===== config.mk =====
export PLATFORM = sky130hd
export DESIGN_NAME = uart_alu_ctrl
export DESIGN_NICKNAME = d
export VERILOG_FILES = /design/src/rtl/uart_alu_ctrl.sv
export SDC_FILE = /design/constraint.sdc
export NUM_CORES = 1
export LEC_CHECK = 0
export BUFFER_PORTS_ARGS = -buffer_cell sky130_fd_sc_hd__buf_2
export CAP_MARGIN = 15
export CORE_ASPECT_RATIO = 2
export CORE_MARGIN = 4
export CORE_UTILIZATION = 60
export CTS_BUF_LIST = sky130_fd_sc_hd__clkbuf_8
export CTS_CLUSTER_DIAMETER = 200
export DETAILED_ROUTE_END_ITERATION = 10
export GPL_TIMING_DRIVEN = 0
export PLACE_DENSITY = 0.81
export SETUP_SLACK_MARGIN = 0.02
export SYNTH_ARGS = -nofsm -noshare
export SYNTH_HDL_FRONTEND = slang
export SYNTH_SLANG_ARGS = --single-unit

===== constraint.sdc =====
create_clock -name clk -period 11.3 [get_ports clk]
set_input_delay 2.26 -clock clk [delete_from_list [all_inputs] [get_ports clk]]
set_output_delay 2.26 -clock clk [all_outputs]
set_load 0.01 [all_outputs]

===== src/rtl/uart_alu_ctrl.sv =====
// rtl/uart_alu_ctrl.sv - frame sequencer: 3-byte request (op, A, B) in, 2-byte ALU result out
module uart_alu_ctrl #(
    parameter int TIMEOUT_CYCLES = 100000
) (
    input  logic       clk,
    input  logic       rst,
    input  logic [7:0] s_axis_tdata,
    input  logic       s_axis_tvalid,
    output logic       s_axis_tready,
    output logic [7:0] m_axis_tdata,
    output logic       m_axis_tvalid,
    input  logic       m_axis_tready,
    output logic       busy,
    output logic       err_opcode,
    output logic       err_timeout,
    output logic [7:0] pkt_count
);
    localparam int TIMEOUT_W = $clog2(TIMEOUT_CYCLES + 1);

    typedef enum logic [2:0] {
        IDLE    = 3'd0,
        GET_A   = 3'd1,
        GET_B   = 3'd2,
        EXEC    = 3'd3,
        SEND_HI = 3'd4,
        SEND_LO = 3'd5
    } state_t;

    state_t                 r_state;
    state_t                 w_next;
    logic [7:0]             r_op;
    logic [7:0]             r_a;
    logic [7:0]             r_b;
    logic [15:0]            r_result;
    logic [15:0]            w_alu;
    logic [TIMEOUT_W-1:0]   r_cnt;
    logic [7:0]             r_pkt;
    logic                   w_in_get;
    logic                   w_s_hs;
    logic                   w_m_hs;
    logic                   w_timeout;

    assign s_axis_tready = (r_state == IDLE) || (r_state == GET_A) || (r_state == GET_B);
    assign m_axis_tvalid = (r_state == SEND_HI) || (r_state == SEND_LO);
    assign m_axis_tdata  = (r_state == SEND_HI) ? r_result[15:8] :
                           (r_state == SEND_LO) ? r_result[7:0]  : 8'h00;
    assign busy          = (r_state != IDLE);
    assign pkt_count     = r_pkt;

    assign w_in_get  = (r_state == GET_A) || (r_state == GET_B);
    assign w_s_hs    = s_axis_tvalid && s_axis_tready;
    assign w_m_hs    = m_axis_tvalid && m_axis_tready;
    // An accept in the expiry cycle takes priority over the timeout.
    assign w_timeout = w_in_get && !w_s_hs && (r_cnt == TIMEOUT_W'(TIMEOUT_CYCLES));

    assign err_timeout = w_timeout;
    assign err_opcode  = (r_state == EXEC) && (r_op > 8'h05);

    always_comb begin
        w_alu = 16'hFFFF;
        case (r_op)
            8'h00:   w_alu = {7'b0, {1'b0, r_a} + {1'b0, r_b}};
            8'h01:   w_alu = {7'b0, (r_a < r_b), r_a - r_b};
            8'h02:   w_alu = {8'h00, r_a & r_b};
            8'h03:   w_alu = {8'h00, r_a | r_b};
            8'h04:   w_alu = {8'h00, r_a ^ r_b};
            8'h05:   w_alu = {8'h00, r_a} * {8'h00, r_b};
            default: w_alu = 16'hFFFF;
        endcase
    end

    always_comb begin
        w_next = r_state;
        case (r_state)
            IDLE:    if (w_s_hs) w_next = GET_A;
            GET_A:   if (w_s_hs) w_next = GET_B; else if (w_timeout) w_next = IDLE;
            GET_B:   if (w_s_hs) w_next = EXEC;  else if (w_timeout) w_next = IDLE;
            EXEC:    w_next = SEND_HI;
            SEND_HI: if (w_m_hs) w_next = SEND_LO;
            SEND_LO: if (w_m_hs) w_next = IDLE;
            default: w_next = IDLE;
        endcase
    end

    always_ff @(posedge clk) begin
        if (rst) begin
            r_state  <= IDLE;
            r_op     <= 8'h00;
            r_a      <= 8'h00;
            r_b      <= 8'h00;
            r_result <= 16'h0000;
            r_cnt    <= '0;
            r_pkt    <= 8'h00;
        end else begin
            r_state <= w_next;
            if (w_s_hs && r_state == IDLE)  r_op <= s_axis_tdata;
            if (w_s_hs && r_state == GET_A) r_a  <= s_axis_tdata;
            if (w_s_hs && r_state == GET_B) r_b  <= s_axis_tdata;
            if (r_state == EXEC)            r_result <= w_alu;
            if (w_m_hs && r_state == SEND_LO) r_pkt <= r_pkt + 8'h01;
            if (w_in_get && !w_s_hs && !w_timeout)
                r_cnt <= r_cnt + TIMEOUT_W'(1);
            else
                r_cnt <= '0;
        end
    end
endmodule


Word-level counts from Yosys, hierarchy flattened:

Cells that the tools add are included.

* bits in registers: 68
* input port bits: 12
* output and inout port bits: 21
* word-level logic and storage cells: 63

* $add $sub $neg: 4
* multiply operators: 1
* order comparisons: 2
* eq/ne operators: 14
* mux-type cells: 10
* bitwise operators: 4
* reduce and logical (&&, ||, !) cells: 21

Operator list (count)
* $pmux W16 S6: 1
* $mux W3: 6
* $pmux W3 S6: 1
* $add A17 B1 Y17 const B: 1
* $eq A17 B17 Y1 const B: 1
* $eq A8 B2 Y1 const B: 2
* $eq A8 B3 Y1 const B: 2
* $mul A8 B8 Y16: 1
* $mux W8: 2
* $logic_and A1 B1 Y1: 10
* $add A8 B8 Y9: 1
* $add A8 B1 Y8 const B: 1
* $and A8 B8 Y8: 1
* $eq A8 B1 Y1 const B: 1
* $gt A8 B3 Y1 const B: 1
* $logic_not A8 Y1: 1
* $lt A8 B8 Y1: 1
* $or A8 B8 Y8: 1
* $sub A8 B8 Y8: 1
* $xor A8 B8 Y8: 1
* $eq A3 B2 Y1 const B: 2
* $eq A3 B3 Y1 const B: 2
* $ne A2 B2 Y1 const B: 3
* $logic_or A1 B1 Y1: 4
* 7 further kinds: 8

Logic depth before layout (Yosys ltp):

Gate-level depths: netlist of run 1.

* depth in word-level cells: 11
* depth in mapped cells: 17
* depth with buffers taken out: 17

Worst setup path before layout of run 1:

Ideal clock, no wire load.

* path kind: in2out
* start: input port s_axis_tvalid
* end: output port err_timeout
* arrival: 2599 ps
* required time: 9040 ps
* setup slack: 6441 ps
* stages: 3
* path buffers: 0
* path through: nor2_1 -> nand2_1 -> nor2_1

* word-level cells in the longest chain between the ends: 4

RTL lines
* from (decl): RTL line 8 `input logic s_axis_tvalid,`
* $logic_and A1 B1 Y1: RTL line 51 `assign w_s_hs = s_axis_tvalid && s_axis_tready;`
* $logic_not A1 Y1: RTL line 54 `assign w_timeout = w_in_get && !w_s_hs && (r_cnt == TIMEOUT_W'(TIMEOUT_CYCLES));`
* $logic_and A1 B1 Y1 (2 in a row): RTL line 54
* to (decl): RTL line 15 `output logic err_timeout,`

Every way passes these cells.

Worst setup path in the final report of run 1:

Same ends and word-level chain as after synthesis.

==> results of run 1 <==
metrics by stage:
step / power [mW] / instance area [µm²] / hold slack (ps) / cells / util [%]
CTS: 0.535 / 6390 / 470 / 918 / 67.7
finish: 0.537 / 6390 / 474 / 918 / 67.7
global placement: 0.334 / 6190 / 446 / 902 / 65.6
detailed placement: 0.337 / 6190 / 458 / 902 / 65.6
global route: 0.554 / 6390 / 496 / 918 / 67.7
floorplan: 0.311 / 5880 / 436 / 741 / -
final cells by class:
| cell class | instances | share of cell area [%] |
|---|---|---|
| plain buffers | 27 | 1.72 |
| clock buffers | 10 | 2.15 |
| clock inverters | 6 | 0.998 |
| inverters | 81 | 4.75 |
| multi-input cells | 565 | 64.1 |
| flip-flops and latches | 68 | 21.3 |
| well taps | 130 | 2.54 |
| repair buffers | 31 | 2.43 |
logic make-up after synthesis:
group                    Yosys count  share of synthesized area (%)
AND/OR/NAND/NOR                  294                           22.6
buffers and inverters            108                           7.05
AO/OA/AOI/OAI                    119                           12.8
XOR/XNOR                          38                           5.66
multiplexers                      13                           2.43
adder cells (fa/ha/maj)          101                           26.4
flip-flops                        68                           23.2
worst max-delay path, stage by stage:
cell and delay [ps]:
buf_2 120, nor2_1 120, nand2_1 130, nor2_1 110, buf_2 140
how the worst max path moves through the flow:
stage	startpoint	end	slack (ps)	cells past startpoint
floorplan	s_axis_tvalid	err_timeout	6440	3
global placement	s_axis_tvalid	err_timeout	6160	5
detailed placement	s_axis_tvalid	err_timeout	6150	5
CTS	s_axis_tvalid	err_timeout	6150	5
global route	s_axis_tvalid	err_timeout	6100	5
finish	s_axis_tvalid	err_timeout	6150	5
registers in the layout (all words and copies together) (netlist names):
name / flops
r_a: 8
r_op: 8
r_result: 16
r_cnt: 17
pkt_count: 8
r_b: 8
r_state: 3
routing by layer:
metal  vias to the layer above  routed length [µm]  global-route usage, %
li1                       2562                   -                      -
met1                      2635                5770                   29.3
met2                       208                9400                   58.2
met3                        79                 691                   3.41
met4                         0                1140                   20.9
met5                         -                   0                      0
cells in the final DEF, fill, tap and decap left out, types with 3 or more instances in the layout:
| cell | instances |
|---|---|
| nor2_1 | 141 |
| inv_1 | 75 |
| dfxtp_1 | 68 |
| nand2_1 | 65 |
| ha_1 | 63 |
| a21oi_1 | 51 |
| fa_1 | 38 |
| buf_2 | 35 |
| xor2_1 | 23 |
| nand3_1 | 22 |
| clkbuf_1 | 21 |
| nor3_1 | 19 |
| xnor2_1 | 15 |
| o21ai_0 | 15 |
| mux2i_1 | 12 |
| clkbuf_8 | 10 |
| a211oi_1 | 9 |
| and3_1 | 8 |
| nand4_1 | 7 |
| clkinv_1 | 6 |
| nand2b_1 | 5 |
| o21bai_1 | 4 |
| nor2b_1 | 4 |
| a311oi_1 | 4 |
| a22oi_1 | 4 |
| or3_1 | 3 |
| a21o_1 | 3 |
| nor4_1 | 3 |
| a31oi_1 | 3 |
| o221ai_1 | 3 |
| o22ai_1 | 3 |
power by group through the flow:
| stage | clock, mW | combinational, mW | sequential [mW] |
|---|---|---|---|
| after CTS | 0.203 | 0.0807 | 0.251 |
| after global placement | 0 | 0.0781 | 0.256 |
| after floorplan | 0 | 0.0562 | 0.255 |
| final | 0.203 | 0.0831 | 0.251 |
| after detailed placement | 0 | 0.0802 | 0.256 |
| after global routing | 0.213 | 0.0894 | 0.252 |
==> metrics.md, run 1 <==
| Metric | Value |
|---|---|
| Largest net degree at the start of global routing | 13 |
| Num CTS Buffers | 9 |
| Synth Flop Type | dfxtp_1 |
| Post-CTS sizing | 0 |
| Cell row count | 50 |
| DRC Markers | 0 |
| Clock power frac | 37.8% |
| Die X | 78.0 µm |
| Hold depth | 2 |
| Final period utilization | 45.6% |
| H-tree levels | 3 |
| WP data required | 9040 ps |
| Total grt overflow | 0 |
| Final count of hold timing violations | 0 |
| I/O Pins | 33 |
| Critical Path Sink Type | output pin |
| Worst hold path type | flop to flop |
| Chip Height | 148 µm |
| Leading area contributor after synthesis | dfxtp_1 |
| Gate power share | 15.5% |
| Worst Slack Setup Final | 6150 ps |
| Crit path DAT | 2890 ps |
| Post-synthesis sequential area ratio | 23.2% |
| Inserted Diodes | 0 |
| Top-count cell post-synth | nor2_1 |
| Final RePlAce weighted congestion | 1.03 |
| R2r startpoint | r_a[7] |
| Slew headroom | 30.1% |
| CTS tree | built |
| Seq pwr share | 46.7% |
| Vias in the first global route | 5728 |
| Setup Buffers After CTS | 0 |
| Fill count | 786 |
| Worst-case reg-to-reg path depth | 15 |
| Sw frac | 29.2% |
| Leak Pwr | 2.83 nW |
| First DRT Iteration DRCs | 275 |
| Crit Path Class | primary input to output pin |
| DRT antenna net count | 0 |
| Register Area | 1360 µm² |
| Distinct cells, synth | 58 |
| Port Buffers | 31 |
| Switching power | 0.157 mW |
| Post-CTS Hold Buffers | 0 |
| GRT Total Usage | 30.4% |
| Int Power | 0.380 mW |
| Gate Count Post-Synth | 741 |
| Pwr dens | 84.0 nW/µm² |
| Final setup viols | 0 |
| Maximum fanout along the worst path | 4 |
| CP Launch Type | primary input |
| # nets final | 896 |
| Synth async-reset ratio | 0% |
| Multi-input logic area | 4100 µm² |
| Slew of the pin with the lowest slew margin | 1040 ps |
| Top cells by area, synth | dfxtp_1, ha_1, fa_1 |
| Core area | 9450 µm² |
| Setup TNS | 0 ps |
| Max-cap violations | 0 |
| Min Tclk post-route | 5150 ps |
| Initial antenna violation count | 0 |
| Hold_sp | r_op[3] |
| Clk_skew | 10.1 ps |
| Avg Cell Area, Syn | 7.93 µm² |
| Final HPWL DP | 13900 µm |
| Synthesis-to-layout area growth | 8.84% |
| R2r setup slk | 6520 ps |
| Die Footprint | 11500 µm² |
| FMAX | 194 MHz |
| Vias | 5484 |
| Number of synthesized flops with an enable pin | 0 |
| Outcome | complete, no violations |
| Clock-pin slew of the registers on the worst-case setup and hold paths | 70 ps |
| Hold Crit Endpoint | r_op[3] |
| Mapped cell area | 5880 µm² |
| Via/cell ratio | 5.97 |
| Proportion of layout cells with a drive suffix above 1 | 7.61% |
| Clock latency on the worst-skew pair | 370 ps |
| Pre-CTS setup slack | 6150 ps |
| Clock root buffer | clkbuf_8 |
| RSZ-0062 raised after global routing | no |
| Reg-to-reg endpoint | r_result[13] |
| Starting density of the core | 62.2% |
| #FFs+latches synth | 68 |
| Most instantiated cells after synthesis | nor2_1, inv_1, dfxtp_1 |
| Yosys top cell area share | 23.2% |
| Detailed Route WL | 17000 µm |
| WL/cell | 18.5 µm |
| Max-slew violations | 0 |
| Global-route wire length before repair | 27400 µm |
| Peak supply drop | 0.0000929 V |
| YS warnings | 0 |
| DRT Pass-1 Iters | 6 |
| Sink Count | 68 |
| Mapped Nets | 854 |
| Clock buffer depth | 2 |
No activity file was read; power rests on OpenSTA's default activity.
==> run 2: changes to the inputs <==
CORE_UTILIZATION = 58   (was 60)
clock period = 4.2 ns   (was 11.3 ns; I/O delays follow)
==> metrics.md, run 2 (synthesis gave the netlist of run 1 again) <==
| Metric | Value |
|---|---|
| Vias | 5600 (+2.1%) |
| Clk_skew | 12.9 ps (+2.80 ps) |
| First DRT Iteration DRCs | 455 (+65%) |
| Slew of the pin with the lowest slew margin | 1070 ps (+30.9 ps) |
| Worst-case reg-to-reg path depth | 19 (+4) |
| Crit Path Class | flop to flop |
| Worst hold path type | flop to flop |
| FMAX | 237 MHz |
| Seq pwr share | 42.8% (-3.9 points) |
| Int Power | 1.16 mW (+200%) |
| Sink Count | 68 (unchanged) |
| Commonest non-fill, non-tap cell in the layout | nor2_1 |
| GRT Total Usage | 30.6% (+0.21 points) |
| Hold depth | 2 (unchanged) |
| Cell row count | 51 (+2.0%) |
| Starting density of the core | 59.8% (-2.4 points) |
| Final period utilization | 100% |
| Global-route wire length before repair | 28000 µm (+2.4%) |
| Detailed Route WL | 17900 µm (+5.5%) |
| Hold_sp | r_op[4] |
| Top Registers | r_cnt: 17 flops, r_result: 16 flops |
| Max-slew violations | 0 (unchanged) |
| Util after Layout | 70.8% (+3.1 points) |
| Leak Pwr | 2.93 nW (+3.4%) |
| Clock power frac | 42.6% (+4.8 points) |
| Sw frac | 26.3% (-2.9 points) |
| Peak supply drop | 0.000302 V (+220%) |
| Commonest cells after routing, fill and taps aside | nor2_1, nand2_1, inv_1, dfxtp_1, ha_1 |
| Hold Crit Endpoint | r_op[4] |
| Largest net degree at the start of global routing | 12 (-1) |
| Worst Slack Setup Final | -13.8 ps (-6160 ps) |
| Port Buffers | 31 (unchanged) |
| Critical Path Sink Type | flop |
| Largest Register | r_cnt |
| Clock root buffer | clkbuf_8 |
| Reg-to-reg endpoint | r_result[11] |
| DRC Markers | 0 (unchanged) |
| Initial antenna violation count | 0 (unchanged) |
| Maximum fanout along the worst path | 4 (unchanged) |
| Inserted Diodes | 0 (unchanged) |
| Outcome | finished, violations left |
| Clock-pin slew of the registers on the worst-case setup and hold paths | 80 ps (about the same) |
| Core area | 9830 µm² (+4.0%) |
| Final Power | 1.57 mW (+190%) |
| Final count of hold timing violations | 0 (unchanged) |
| Die X | 79.2 µm (+1.5%) |
| Post-CTS Hold Buffers | 0 (unchanged) |
| Num CTS Buffers | 9 (unchanged) |
| R2r setup slk | -10 ps (-6530 ps) |
| Final RePlAce weighted congestion | 1.03 (-0.40%) |
| Synthesis-to-layout area growth | 18.3% |
| R2r startpoint | r_a[1] |
| Die Footprint | 11900 µm² (+3.2%) |
| DRT antenna net count | 0 (unchanged) |
| Final HPWL DP | 13700 µm (-1.2%) |
| Slew headroom | 28.1% (-2.1 points) |
| # nets final | 907 (+1.2%) |
| Chip Height | 150 µm (+1.6%) |
| Switching power | 0.414 mW (+160%) |
| Crit path DAT | 4490 ps (+1600 ps) |
| WP data required | 4470 ps (-4570 ps) |
| Final setup viols | 1 (+1) |
| Via/cell ratio | 6.02 (+0.69%) |
| Clock latency on the worst-skew pair | 360 ps (about the same) |
| Max-cap violations | 0 (unchanged) |
| DRT Pass-1 Iters | 5 (-1) |
| Largest register FFs | 17 (unchanged) |
| CP Launch Type | flop |
| CTS tree | built |
| Pwr dens | 226 nW/µm² (+170%) |
| Violated checks | negative setup slack |
| Total grt overflow | 0 (unchanged) |
| Clock buffer depth | 2 (unchanged) |
| Vias in the first global route | 5804 (+1.3%) |
| Gate power share | 14.6% (-0.9 points) |
| Min Tclk post-route | 4210 ps |
| Pre-CTS setup slack | -580 ps (-6730 ps) |
| WL/cell | 19.3 µm (+4.0%) |
| Proportion of layout cells with a drive suffix above 1 | 19.4% (+12 points) |
| I/O Pins | 33 (unchanged) |
| H-tree levels | 3 (unchanged) |
| RSZ-0062 raised after global routing | yes |
-- run 2: changes by cell type in the layout (fill, tap and decap cells not counted), sizes merged --
cell / previous run / this run
bufinv: 1 / 3
clkinv: 9 / 6
buf: 37 / 48
clkbuf: 31 / 32
-- run 2: metrics by stage --
| step | cell area [µm²] | instances | hold slack (ps) | setup TNS [ps] |
|---|---|---|---|---|
| 2_1_floorplan | 5880 | 741 | 436 | 0 |
| 3_3_place_gp | 6200 | 904 | 447 | -2780 |
| 3_5_place_dp | 6200 | 904 | 465 | -3840 |
| 4_1_cts | 6700 | 925 | 475 | 0 |
| 5_1_grt | 6950 | 931 | 495 | -426 |
| 6_report | 6950 | 931 | 476 | -13.8 |
-- run 2: final cells by class --
cell class,instances,area [µm²]
Multi-Input combinational cell,565,4420
Clock buffer,11,151
Clock inverter,5,98.8
Sequential cell,68,1410
Buffer,27,110
Inverter,81,350
Timing Repair Buffer,42,249
Tap cell,132,165
Fill cell,789,2870
-- run 2: power by group through the flow --
stage | sequential [mW] | combinational, mW | clock, mW
3_5_place_dp | 0.691 | 0.212 | 0
4_1_cts | 0.674 | 0.219 | 0.674
3_3_place_gp | 0.690 | 0.207 | 0
2_1_floorplan | 0.686 | 0.151 | 0
5_1_grt | 0.675 | 0.250 | 0.704
6_report | 0.673 | 0.230 | 0.670
-- run 2: how the worst max path moves through the flow --
stage / from / endpoint / slack [ps] / cells after the start
after CTS: r_b[2] / r_result[15] / 2 / 15
final: r_a[1] / r_result[11] / -10 / 19
after floorplan: r_a[1] / r_result[15] / 20 / 15
after detailed placement: r_a[1] / r_result[14] / -580 / 15
after global routing: r_b[5] / r_result[13] / -130 / 15
after global placement: r_a[1] / r_result[14] / -410 / 15
-- run 2: per-layer routing --
layer / global-route usage, % / part of all wire (%)
met1: 28.9 / 33
met2: 57.3 / 54
met3: 4.37 / 4.5
met4: 23.7 / 8.5
met5: 0 / 0
-- run 2: worst max-delay path, cell delays in order, from the launching register on --
cell and delay (ps):
dfxtp_4 400, clkinvlp_4 180, buf_6 180, nor2_4 70
ha_2 180, inv_2 40, fa_1 570, inv_2 40
fa_1 470, inv_1 50, fa_1 500, inv_2 50
ha_4 290, o21ai_2 60, o211ai_1 300, nand2_2 130
buf_6 150, xnor2_4 170, a21oi_2 80, nor3_2 190
-- run 2: repair_timing --
action	in CTS	in global routing
setup endpoints to repair	10	9
cloned	0	0
gates resized for setup	77	53
pin swaps	21	32
buffers inserted	5	6
==> run 3: changes to the inputs <==
CELL_PAD_IN_SITES_DETAIL_PLACEMENT = 0   (was unset)
CELL_PAD_IN_SITES_GLOBAL_PLACEMENT = 1   (was unset)
CORE_UTILIZATION = 44   (was 58)
PLACE_DENSITY = 0.82   (was 0.81)
REMOVE_ABC_BUFFERS = 1   (was unset)
==> metrics.md, run 3 (synthesis gave the netlist of run 1 again) <==
| Metric | Value |
|---|---|
| RSZ-0062 raised after global routing | yes |
| I/O Pins | 33 (unchanged) |
| Seq pwr share | 45.9% (+3.1 points) |
| Final setup viols | 0 (-1) |
| Worst hold path type | flop to flop |
| WP data required | 4380 ps (-90 ps) |
| Via/cell ratio | 5.65 (-6.0%) |
| GRT Total Usage | 22.0% (-8.7 points) |
| Vias in the first global route | 5344 (-7.9%) |
| Gate power share | 14.0% (-0.6 points) |
| CP Launch Type | flop |
| Clk_skew | 7.38 ps (-5.55 ps) |
| Sw frac | 27.7% (+1.4 points) |
| CP top delay family | adder cells |
| DRC Markers | 0 (unchanged) |
| Total grt overflow | 0 (unchanged) |
| DRT antenna net count | 0 (unchanged) |
| Die Footprint | 15400 µm² (+29%) |
| Switching power | 0.416 mW (+0.42%) |
| Clock latency on the worst-skew pair | 340 ps (-20 ps) |
| Clock power frac | 40.1% (-2.5 points) |
| Clock-pin slew of the registers on the worst-case setup and hold paths | 80 ps (about the same) |
| CP Depth | 15 (-4) |
| Maximum fanout along the worst path | 5 (+1) |
| Post-CTS Hold Buffers | 0 (unchanged) |
| CTS tree | built |
| Final HPWL DP | 13000 µm (-5.3%) |
| Commonest cells after routing, fill and taps aside | nor2_1, nand2_1, inv_1, dfxtp_1, ha_1 |
| Peak supply drop | 0.000176 V (-42%) |
| Largest Register | r_cnt |
| Slew headroom | 29.4% (+1.4 points) |
| Chip Height | 171 µm (+14%) |
| Largest stage delay on the critical path | 550 ps (-20 ps) |
| Hold depth | 2 (unchanged) |
| Crit path DAT | 4340 ps (-150 ps) |
| Setup TNS | 0 ps (+13.8 ps) |
| Final count of hold timing violations | 0 (unchanged) |
| Crit Path Class | flop to flop |
| Clock root buffer | clkbuf_8 |
| Outcome | complete, no violations |
| # nets final | 894 (-1.4%) |
| Port Buffers | 32 (+3.2%) |
| Proportion of layout cells with a drive suffix above 1 | 20.4% (+0.96 points) |
| Global-route wire length before repair | 26600 µm (-5.0%) |
| Cell row count | 59 (+16%) |
| Worst Slack Setup Final | 45.3 ps (+59.1 ps) |
| Util after Layout | 53.1% (-18 points) |
| Inserted Diodes | 0 (unchanged) |
| Fill count | 1247 (+58%) |
| Final RePlAce weighted congestion | 0.917 (-11%) |
| Max-cap violations | 0 (unchanged) |
| Pwr dens | 216 nW/µm² (-4.5%) |
| Crit path buf inv count | 3 (-4) |
| Commonest non-fill, non-tap cell in the layout | nor2_1 |
| Largest register FFs | 17 (unchanged) |
| Slew of the pin with the lowest slew margin | 1060 ps (-13.7 ps) |
| CP cell instances | clkinvlp_4, nor2_4, fa_1, fa_1, fa_1, inv_1, fa_1, inv_2, ha_4, nor3_4, o21ai_2, a31o_2, xor2_1, a21oi_2, nor3_1 |
| WL/cell | 17.8 µm (-7.5%) |
| Initial antenna violation count | 0 (unchanged) |
| Critical Path Sink Type | flop |
| H-tree levels | 3 (unchanged) |
| First DRT Iteration DRCs | 281 (-38%) |
| Final Power | 1.50 mW (-4.7%) |
| Worst-case reg-to-reg path depth | 15 (-4) |
| Top Registers | r_cnt: 17 flops, r_result: 16 flops |
| Clock buffer depth | 2 (unchanged) |
| Pre-CTS setup slack | -524 ps (+55.7 ps) |
| Leak Pwr | 2.92 nW (-0.16%) |
| Slowest CP cell | fa_1 |
| DRT Pass-1 Iters | 5 (unchanged) |
| FMAX | 241 MHz (+1.4%) |
| Starting density of the core | 45.0% (-15 points) |
| Vias | 5302 (-5.3%) |
| CP most frequent cell | fa_1 |
| Int Power | 1.08 mW (-6.5%) |
| Num CTS Buffers | 9 (unchanged) |
| Synthesis-to-layout area growth | 18.1% |
| Die X | 89.7 µm (+13%) |
| Min Tclk post-route | 4150 ps (-59.1 ps) |
| Core area | 13100 µm² (+33%) |
| Max-slew violations | 0 (unchanged) |
| Sink Count | 68 (unchanged) |
| Hold WS | 464 ps (-12.1 ps) |
| Final period utilization | 98.9% (-1.4 points) |
| Largest net degree at the start of global routing | 54 (+42) |
| Detailed Route WL | 16700 µm (-6.8%) |
## run 3: changes by cell type in the layout (fill, tap and decap cells not counted), moves of 2 or more
| cell | previous run | this run |
|---|---|---|
| buf_4 | 9 | 22 |
| ha_4 | 7 | 9 |
| ha_2 | 7 | 4 |
| inv_2 | 9 | 5 |
| buf_2 | 35 | 32 |
| clkinvlp_4 | 2 | 5 |
| nor2_1 | 130 | 128 |
| nor3_2 | 2 | 0 |
| clkbuf_1 | 21 | 0 |
## run 3: power by group through the flow
stage | clock network [mW] | logic, mW | registers, mW
global route | 0.647 | 0.230 | 0.691
global placement | 0 | 0.185 | 0.707
CTS | 0.619 | 0.203 | 0.689
floorplan | 0 | 0.126 | 0.696
detailed placement | 0 | 0.187 | 0.708
finish | 0.602 | 0.209 | 0.688
## run 3: metrics by stage
| step | instances | instance area [µm²] |
|---|---|---|
| global route | 938 | 6940 |
| detailed placement | 898 | 6120 |
| floorplan | 714 | 5770 |
| global placement | 898 | 6120 |
| finish | 938 | 6940 |
| CTS | 931 | 6750 |
## run 3: path summary, 6_finish.rpt
check,endpoint,slack [ps],startpoint
worst min register to register,r_op[3],460,r_op[3]
worst max register to register,r_result[10],50,r_a[5]
worst min-delay path,r_op[3],460,r_op[3]
worst max-delay path,r_result[10],50,r_a[5]
## run 3: timing repair
action,CTS,global route
endpoints found under the setup margin,10,8
gates cloned,0,0
setup buffers,17,7
resized for setup,94,33
pin swaps,22,24
## run 3: worst register-to-register path, cell delays in order (launching register included)
cell	delay [ps]
dfxtp_4	400
clkinvlp_4	160
nor2_4	120
fa_1	450
fa_1	540
fa_1	550
inv_1	50
fa_1	520
inv_2	60
ha_4	190
nor3_4	200
o21ai_2	100
a31o_2	260
xor2_1	160
a21oi_2	170
nor3_1	70
## run 3: routing by layer
metal  GRT usage [%]  wire (µm)  part of all wire, %
met5               0          0                    0
met4            15.2       1130                  6.7
met2            43.6       9380                   56
met1            21.0       5750                   34
met3            1.97        458                  2.7
## run 3: final cells by class
| cell class | instances | area, µm² | area share [%] |
|---|---|---|---|
| Multi-Input combinational cell | 565 | 4410 | 63.5 |
| Sequential cell | 68 | 1410 | 20.3 |
| Inverter | 81 | 358 | 5.16 |
| Timing Repair Buffer | 56 | 348 | 5.01 |
| Tap cell | 152 | 190 | 2.74 |
| Clock buffer | 10 | 138 | 1.98 |
| Clock inverter | 6 | 86.3 | 1.24 |
